File: src/rtl/mux_bus_arbiter.sv
// rtl/mux_bus_arbiter.sv - two-requester round-robin burst arbiter driving an 8-bit 2:1 byte-lane mux
//
// Purpose:
//   Decides which of two requesters owns the shared memory-side byte lane.
//   Each grant lasts one burst of len+1 beats. After a burst completes, priority
//   passes to the other requester. One IDLE cycle always separates bursts.
//
// Optional feature (macro ARB_TIMEOUT_EN):
//   When defined, a stall counter watches OWN cycles that have no accepted beat.
//   When the counter reaches TIMEOUT, ownership is revoked and a one-cycle
//   'timeout' pulse is produced.
//   When undefined, there is no stall counter and no 'timeout' port.
//
// Ports:
//   clk, rst            clock; synchronous active-high reset
//   req0/len0/data0     requester 0 request, burst length-1, byte
//   req1/len1/data1     requester 1 request, burst length-1, byte
//   gnt0, gnt1          registered ownership flags (never both high)
//   sel                 registered mux select (0 = data0, 1 = data1)
//   out_data, out_valid selected byte and its valid (combinational)
//   out_ready           downstream accepts the byte
//   beat_last           current beat is the final beat of the burst
//   busy                registered, high while not IDLE
//   timeout             (ARB_TIMEOUT_EN only) one-cycle pulse on forced release

module mux_bus_arbiter #(
    parameter int LEN_W   = 4,
    parameter int TIMEOUT = 15
) (
    input  logic             clk,
    input  logic             rst,
    input  logic             req0,
    input  logic [LEN_W-1:0] len0,
    input  logic [7:0]       data0,
    input  logic             req1,
    input  logic [LEN_W-1:0] len1,
    input  logic [7:0]       data1,
    output logic             gnt0,
    output logic             gnt1,
    output logic             sel,
    output logic [7:0]       out_data,
    output logic             out_valid,
    input  logic             out_ready,
    output logic             beat_last,
    output logic             busy
`ifdef ARB_TIMEOUT_EN
    ,
    output logic             timeout
`endif
);

    localparam logic [1:0] IDLE = 2'd0;
    localparam logic [1:0] OWN0 = 2'd1;
    localparam logic [1:0] OWN1 = 2'd2;

    logic [1:0]       state;
    logic [1:0]       state_nxt;
    logic             ptr;
    logic             ptr_nxt;
    logic [LEN_W-1:0] cnt;
    logic [LEN_W-1:0] cnt_nxt;
    logic             owning;
    logic             accept;
    logic             stall_hit;

    assign owning    = (state == OWN0) || (state == OWN1);
    assign out_valid = ((state == OWN0) && req0) || ((state == OWN1) && req1);
    assign out_data  = sel ? data1 : data0;
    assign accept    = out_valid && out_ready;
    assign beat_last = owning && (cnt == '0);

`ifdef ARB_TIMEOUT_EN
    localparam int STALL_W = (TIMEOUT < 1) ? 1 : $clog2(TIMEOUT + 1);

    logic [STALL_W-1:0] stall;

    // A beat accepted in the same cycle wins over the timeout.
    assign stall_hit = owning && !accept && (stall == STALL_W'(TIMEOUT));

    always_ff @(posedge clk) begin
        if (rst) begin
            stall   <= '0;
            timeout <= 1'b0;
        end else begin
            timeout <= stall_hit;
            // IDLE covers "entry into OWN": the count starts from zero on the first owned cycle.
            if (!owning || accept) begin
                stall <= '0;
            end else if (!stall_hit) begin
                stall <= stall + STALL_W'(1);
            end
        end
    end
`else
    assign stall_hit = 1'b0;
`endif

    always_comb begin
        state_nxt = state;
        ptr_nxt   = ptr;
        cnt_nxt   = cnt;
        case (state)
            IDLE: begin
                // With both requesting, ptr=0 favours requester 0.
                if (req0 && (!req1 || !ptr)) begin
                    state_nxt = OWN0;
                    cnt_nxt   = len0;
                end else if (req1) begin
                    state_nxt = OWN1;
                    cnt_nxt   = len1;
                end
            end
            OWN0, OWN1: begin
                if (stall_hit) begin
                    state_nxt = IDLE;
                    ptr_nxt   = (state == OWN0);
                end else if (accept) begin
                    if (cnt == '0) begin
                        state_nxt = IDLE;
                        ptr_nxt   = (state == OWN0);
                    end else begin
                        cnt_nxt = cnt - LEN_W'(1);
                    end
                end
            end
            default: begin
                state_nxt = IDLE;
            end
        endcase
    end

    // Outputs are registered from the next state, so they decode the state
    // exactly. In IDLE, sel keeps its last value.
    always_ff @(posedge clk) begin
        if (rst) begin
            state <= IDLE;
            ptr   <= 1'b0;
            cnt   <= '0;
            gnt0  <= 1'b0;
            gnt1  <= 1'b0;
            sel   <= 1'b0;
            busy  <= 1'b0;
        end else begin
            state <= state_nxt;
            ptr   <= ptr_nxt;
            cnt   <= cnt_nxt;
            gnt0  <= (state_nxt == OWN0);
            gnt1  <= (state_nxt == OWN1);
            busy  <= (state_nxt != IDLE);
            if (state_nxt == OWN0) begin
                sel <= 1'b0;
            end else if (state_nxt == OWN1) begin
                sel <= 1'b1;
            end
        end
    end

endmodule
File: config.mk
export PLATFORM = sky130hd
export DESIGN_NAME = mux_bus_arbiter
export DESIGN_NICKNAME = d
export VERILOG_FILES = /design/src/rtl/mux_bus_arbiter.sv
export SDC_FILE = /design/constraint.sdc
export NUM_CORES = 1
export LEC_CHECK = 0
export ABC_AREA = 1
export CAP_MARGIN = 20
export CORE_MARGIN = 8
export CORE_UTILIZATION = 34
export CTS_CLUSTER_SIZE = 20
export DETAILED_ROUTE_END_ITERATION = 8
export HOLD_SLACK_MARGIN = 0.1
export MAX_ROUTING_LAYER = met4
export PLACE_DENSITY = 0.81
export SYNTH_ARGS = -nofsm -noshare
export SYNTH_HDL_FRONTEND = slang
export SYNTH_SLANG_ARGS = --single-unit
export TNS_END_PERCENT = 30
File: constraint.sdc
create_clock -name clk -period 1.4 [get_ports clk]
set_input_delay 0.35 -clock clk [delete_from_list [all_inputs] [get_ports clk]]
set_output_delay 0.35 -clock clk [all_outputs]
set_load 0.01 [all_outputs]
# After elaboration in Yosys (flattened, before gate mapping)
# Cells that the tools add are included.
[classes]
n_mux = 11
add_sub_neg = 1
n_reduce_logical = 18
eq_ne = 7
[op_table]
columns = ["operator", "n"]
rows = [
  ["two-way mux 4 bit", 4],
  ["two-way mux 2 bit", 4],
  ["two-way mux 8 bit", 1],
  ["one-hot mux 4 bit (2 select lines)", 1],
  ["logical AND 1 bit", 5],
  ["equality test 2 x 1 -> 1 bit, second input constant", 2],
  ["equality test 2 bit, second input constant", 2],
  ["logical NOT 4 bit", 1],
  ["!= test 2 bit, second input constant", 2],
  ["one-hot mux 2 bit (2 select lines)", 1],
  ["AND reduction 4 bit", 1],
  ["nonzero test 2 bit", 2],
  ["OR reduction 2 bit", 2],
  ["subtractor 4 x 1 -> 4 bit, second input constant", 1],
  ["logical OR 1 bit", 3],
  ["!= test 3 bit, second input constant", 1],
  ["AND reduction 3 bit", 1],
  ["logical NOT 1 bit", 2],
  ["logical NOT 2 bit", 1],
]
[word_totals]
word_cells = 44
in_bits = 29
out_inout_bits = 14
regBits = 11

# Longest topological paths before layout
# Gate-level depths: netlist (run 1).
[depth]
depth_word = 8
ltp_mapped = 11
depth_no_buf = 11

# Least setup slack after synthesis (run 1)
# Ideal clock, no wire load.
[synth_path]
path_kind = "reg-to-reg"
start = "register state[1]"
end = "register cnt[3]"
n_path_buf = 1
stages_incl_launch_ff = 11
t_required_ns = 1.285
path_slack_ns = -0.147
synth_period_minus_slack_ns = 1.547
t_arrival_ns = 1.433
setup_ns = 0.115
path_cell_list = "dfxtp_1 > inv_1 > ha_1 > buf_4 > inv_2 > nor2_2 > nor2_2 > nand2_2 > clkinv_2 > o21ai_1 > nor2_1"
[synth_via]
elab_chain_len = 6
elab_cells_between_ends = 14
cone_classes = "eq/ne (5); mux (1); reduce/logical (8)"
[synth_rtl]
columns = ["element", "line_no", "source"]
rows = [
  ["from (decl)", "56", "logic [1:0] state;"],
  ["from (signal assigned)", "144", "state <= state_nxt;"],
  ["equality test 2 x 1 -> 1 bit or equality test 2 bit (tied branches)", "67, 102", ""],
  ["logical AND 1 bit", "67", "assign out_valid = ((state == OWN0) && req0) || ((state == OWN1) && req1);"],
  ["logical OR 1 bit", "67", ""],
  ["logical AND 1 bit", "69", "assign accept = out_valid && out_ready;"],
  ["!= test 2 bit (no source line)", "n/a", ""],
  ["AND reduction 4 bit (no source line)", "n/a", ""],
  ["to (signal assigned)", "146", "cnt <= cnt_nxt;"],
  ["to (decl)", "60", "logic [LEN_W-1:0] cnt;"],
]
# Parallel ways exist; a longest one is shown, timed or not.
# A chain may end at the register's enable or synchronous reset.

# Worst setup path in the final report (run 1)
[layout_path]
start = "register state[0]"
end = "register cnt[3]"
# Same word-level chain as after synthesis.

==> impl_metrics.yaml, run 1 <==
status:
  status: "finished with violations"
  violations: "negative setup slack"
clock_tree:
  clk_latency_ns: 0.27
  cts_tree: "built"
  cts.sinks: 11
  h-tree-depth: 1
  clockRootBuffer: "clkbuf_4"
  cts_hold_buf: 0
  clockBufferDepth: 2
  clk_pin_slew_ns: 0.07
  numCtsBuffers: 3
power:
  power_switching_w: 0.000599
  combPwrFrac: 0.609
  pwr-share-seq: 0.252
  switching_share: 0.382
  pwr-share-clk: 0.139
  p_int_w: 0.000970
  leakage_nw: 0.718
  peakVddDrop_mv: 0.670
  power.total_w: 0.00157
  power.density_nw_per_um2: 971
hold_path:
  whs_path_depth: 2
  hold_class: "reg -> reg"
worst_setup_path:
  reg2reg_setup_slack_ns: -0.16
  timing_worst_setup_path_type: "reg -> reg"
  cp-start-kind: "register"
  crit_top_cell: "nand2_2"
  end_kind: "register"
  crit_buf_inv: 3
  reg2reg_to: "cnt[3]"
  crit_required_ns: 1.56
  crit_end: "cnt[3]"
  cpPeakStageDelay_ns: 0.33
  cp_top_family: "simple AND/OR/NAND/NOR gates"
  cp.depth: 11
  cp_max_fo: 5
  r2r_cells: 11
  path_cells: "buf_4, ha_2, nand2_2, nand2_2, buf_6, nand2_4, nand2_2, nand2_4, clkinv_4, o21ai_2, nor2_1"
  crit_start: "state[0]"
  slowest_stage: "dfxtp_2"
  worstPathArrival_ns: 1.73
  timing.rr.start: "state[0]"
routing:
  drt-initial-drc-count: 14
  route.detailed.drc: 0
  finalWirelength_mm: 3.27
  wire_per_inst_um: 16.0
  via_per_inst: 4.73
  firstDrtPassIters: 4
  antenna_left: 0
  num_vias: 970
place:
  gp_congestion: 0.825
  pre_cts_ws_ns: -0.484
  hpwl_mm: 2.27
  io_buffers: 42
timing:
  fmax_mhz: 640
  post-route-min-period_ns: 1.56
  finalSetupViolCount: 19
  grt_setup_unrepaired: "true"
  slew_headroom: 0.826
  fin_skew_ns: 0.000767
  post-route-period-util: 1.12
  worst_slack_ns: -0.163
  worstMarginPinSlew_ns: 0.261
  slew_viol_final: 0
  hold_viol: 0
floorplanning:
  fp.dieH_um: 64.5
  core_um2: 2210
  placementRows: 17
  dieArea_um2: 4160
  die_x_um: 64.5
  initial_core_util: 0.361
  io_pins: 43
global_route:
  use_met1: 0.147
  grt_pass1_wl_mm: 4.55
  globalRouteOverflowTotal: 0
  track_usage: 0.141
  top_usage_layer: "met2"
  use_met3: 0.0481
  grt_antenna_before_repair: 0
  use_met2: 0.248
  grt_max_degree: 10
  grt_pass1_vias: 981
cells_and_area:
  area_delta_synth_final_pct: 102
  diodes: 0
  final_nets: 212
  layout-drive-gt1-share: 0.475
synthesis:
  ys_seq_elements: 11
  synthFlopType: "dfxtp_1"
  yosysSeqAreaShare: 0.275
  synth_top_area_cell: "dfxtp_1"
  ys_types: 23
  synth_top_area_share: 0.275
  avgSynthCellArea_um2: 7.08
  synth_area_um2: 800
  async_flop_share: 0
  synth_area_leaders: "dfxtp_1, mux2_2, nand2_1, nor2_1, ha_1"
  synth_warnings: 0
  synth-edff-count: 0
  netlist_instances: 113
  syn-num-nets: 147
flow_run:
  max_cap_viol_count: 0
## stage by stage
| stage | setup TNS [ns] | instances | utilization | hold WS [ns] | area [um2] |
|---|---|---|---|---|---|
| after floorplan | -0.0211 | 113 | - | 0.450 | 828 |
| final | -2.21 | 205 | 0.731 | 0.495 | 1620 |
| after CTS | -2.53 | 204 | 0.671 | 0.479 | 1490 |
| after global routing | -3.25 | 205 | 0.731 | 0.503 | 1620 |
| after global placement | -6.75 | 200 | 0.641 | 0.467 | 1420 |
| after detailed placement | -7.23 | 200 | 0.641 | 0.468 | 1420 |
## state kept, by name (all words and copies together) (netlist names)
| register | count |
|---|---|
| busy | 1 |
| ptr | 1 |
| cnt | 4 |
| gnt0 | 1 |
| sel | 1 |
| gnt1 | 1 |
| state | 2 |
## kinds of logic (layout without fill, tap and decap cells)
group / Yosys count / count (layout) / synth area share
adders and majority gates: 5 / 5 / 0.0782
buffers and inverters: 16 / 80 / 0.0939
AOI/OAI and AO/OA: 18 / 18 / 0.120
and+or+nand+nor: 55 / 55 / 0.319
muxes: 8 / 8 / 0.113
DFF: 11 / 11 / 0.275
## Yosys cell counts (2+ instances only)
library cell,instances
nor2_1,19
nand2_1,19
ha_1,5
a21oi_1,5
inv_2,2
o21ai_1,3
nand3_2,2
o21ai_0,8
nand2_2,5
mux2_2,8
nor2_2,2
inv_1,10
dfxtp_1,11
nand3_1,5
## worst reg2reg max path, cell delays in order (launching register included)
cell and delay [ns]:
dfxtp_2 0.33, buf_4 0.14, ha_2 0.19, nand2_2 0.07, nand2_2 0.06, buf_6 0.12
nand2_4 0.07, nand2_2 0.07, nand2_4 0.09, clkinv_4 0.08, o21ai_2 0.18, nor2_1 0.07
## power groups by stage
| stage | clock network (W) | logic, W | registers, W |
|---|---|---|---|
| after CTS | 0.000226 | 0.000800 | 0.000386 |
| final | 0.000218 | 0.000956 | 0.000396 |
| after floorplan | 0 | 0.000382 | 0.000398 |
| after global routing | 0.000248 | 0.00103 | 0.000399 |
| after global placement | 0 | 0.000740 | 0.000391 |
| after detailed placement | 0 | 0.000761 | 0.000393 |
## layout by cell type, fill, tap and decap left out
cell and n:
clkdlybuf4s50_1 28, nor2_1 17, buf_4 17, buf_6 12, nand2_1 11, mux2_4 8
nand2_2 8, inv_2 6, dfxtp_1 6, inv_1 5, nand2_4 5, o21ai_0 5
a21oi_1 5, dfxtp_2 5, nand3_1 4, nand3_2 3, nor2_4 3, o21ai_1 3
ha_4 3, clkbuf_4 3, dlygate4sd2_1 3, o21ai_2 2, o21ai_4 2, nor2_2 2
inv_6 1, clkinv_4 1, o31ai_1 1, nand3b_1 1, nor3_1 1, ha_2 1
ha_1 1, clkbuf_1 1, buf_2 1, clkdlybuf4s15_1 1, buf_12 1
## area by class of cell
class | instances | area, um2
fill | 164 | 596
timing repair buffer | 63 | 604
clock buffer | 4 | 26.3
multi-input combinational | 86 | 666
sequential | 11 | 226
tap | 28 | 35.0
inverter | 13 | 58.8
## how the worst min path moves through the flow
| stage | end | startpoint |
|---|---|---|
| detailed placement | ptr | ptr |
| floorplan | ptr | ptr |
| finish | cnt[2] | cnt[2] |
| CTS | ptr | ptr |
| global route | ptr | ptr |
| global placement | cnt[2] | cnt[2] |
## layer usage
metal | vias to the layer above | part of all wire | wire, um
met3 | 4 | 0.053 | 174
li1 | 492 | - | -
met4 | 0 | 0.012 | 40
met1 | 446 | 0.40 | 1300
met2 | 28 | 0.54 | 1750
met5 | - | 0 | 0
## timing repair
item,4_1_cts,5_1_grt
endpoints found under the setup margin,24,21
gates resized for setup,66,36
pin swaps,4,13
buffers inserted,0,1
Power figures use the tool's default switching activity.
==> run 2: changes to the inputs <==
--- a/config.mk
+++ b/config.mk
@@ -6,6 +6,7 @@
 export NUM_CORES = 1
 export LEC_CHECK = 0
 export ABC_AREA = 1
+export ABC_CLOCK_PERIOD_IN_PS = 1400
 export CAP_MARGIN = 20
 export CORE_MARGIN = 8
 export CORE_UTILIZATION = 34
==> results of run 2 <==
Same layout as run 1: the final DEF is identical, and so are final timing and power.
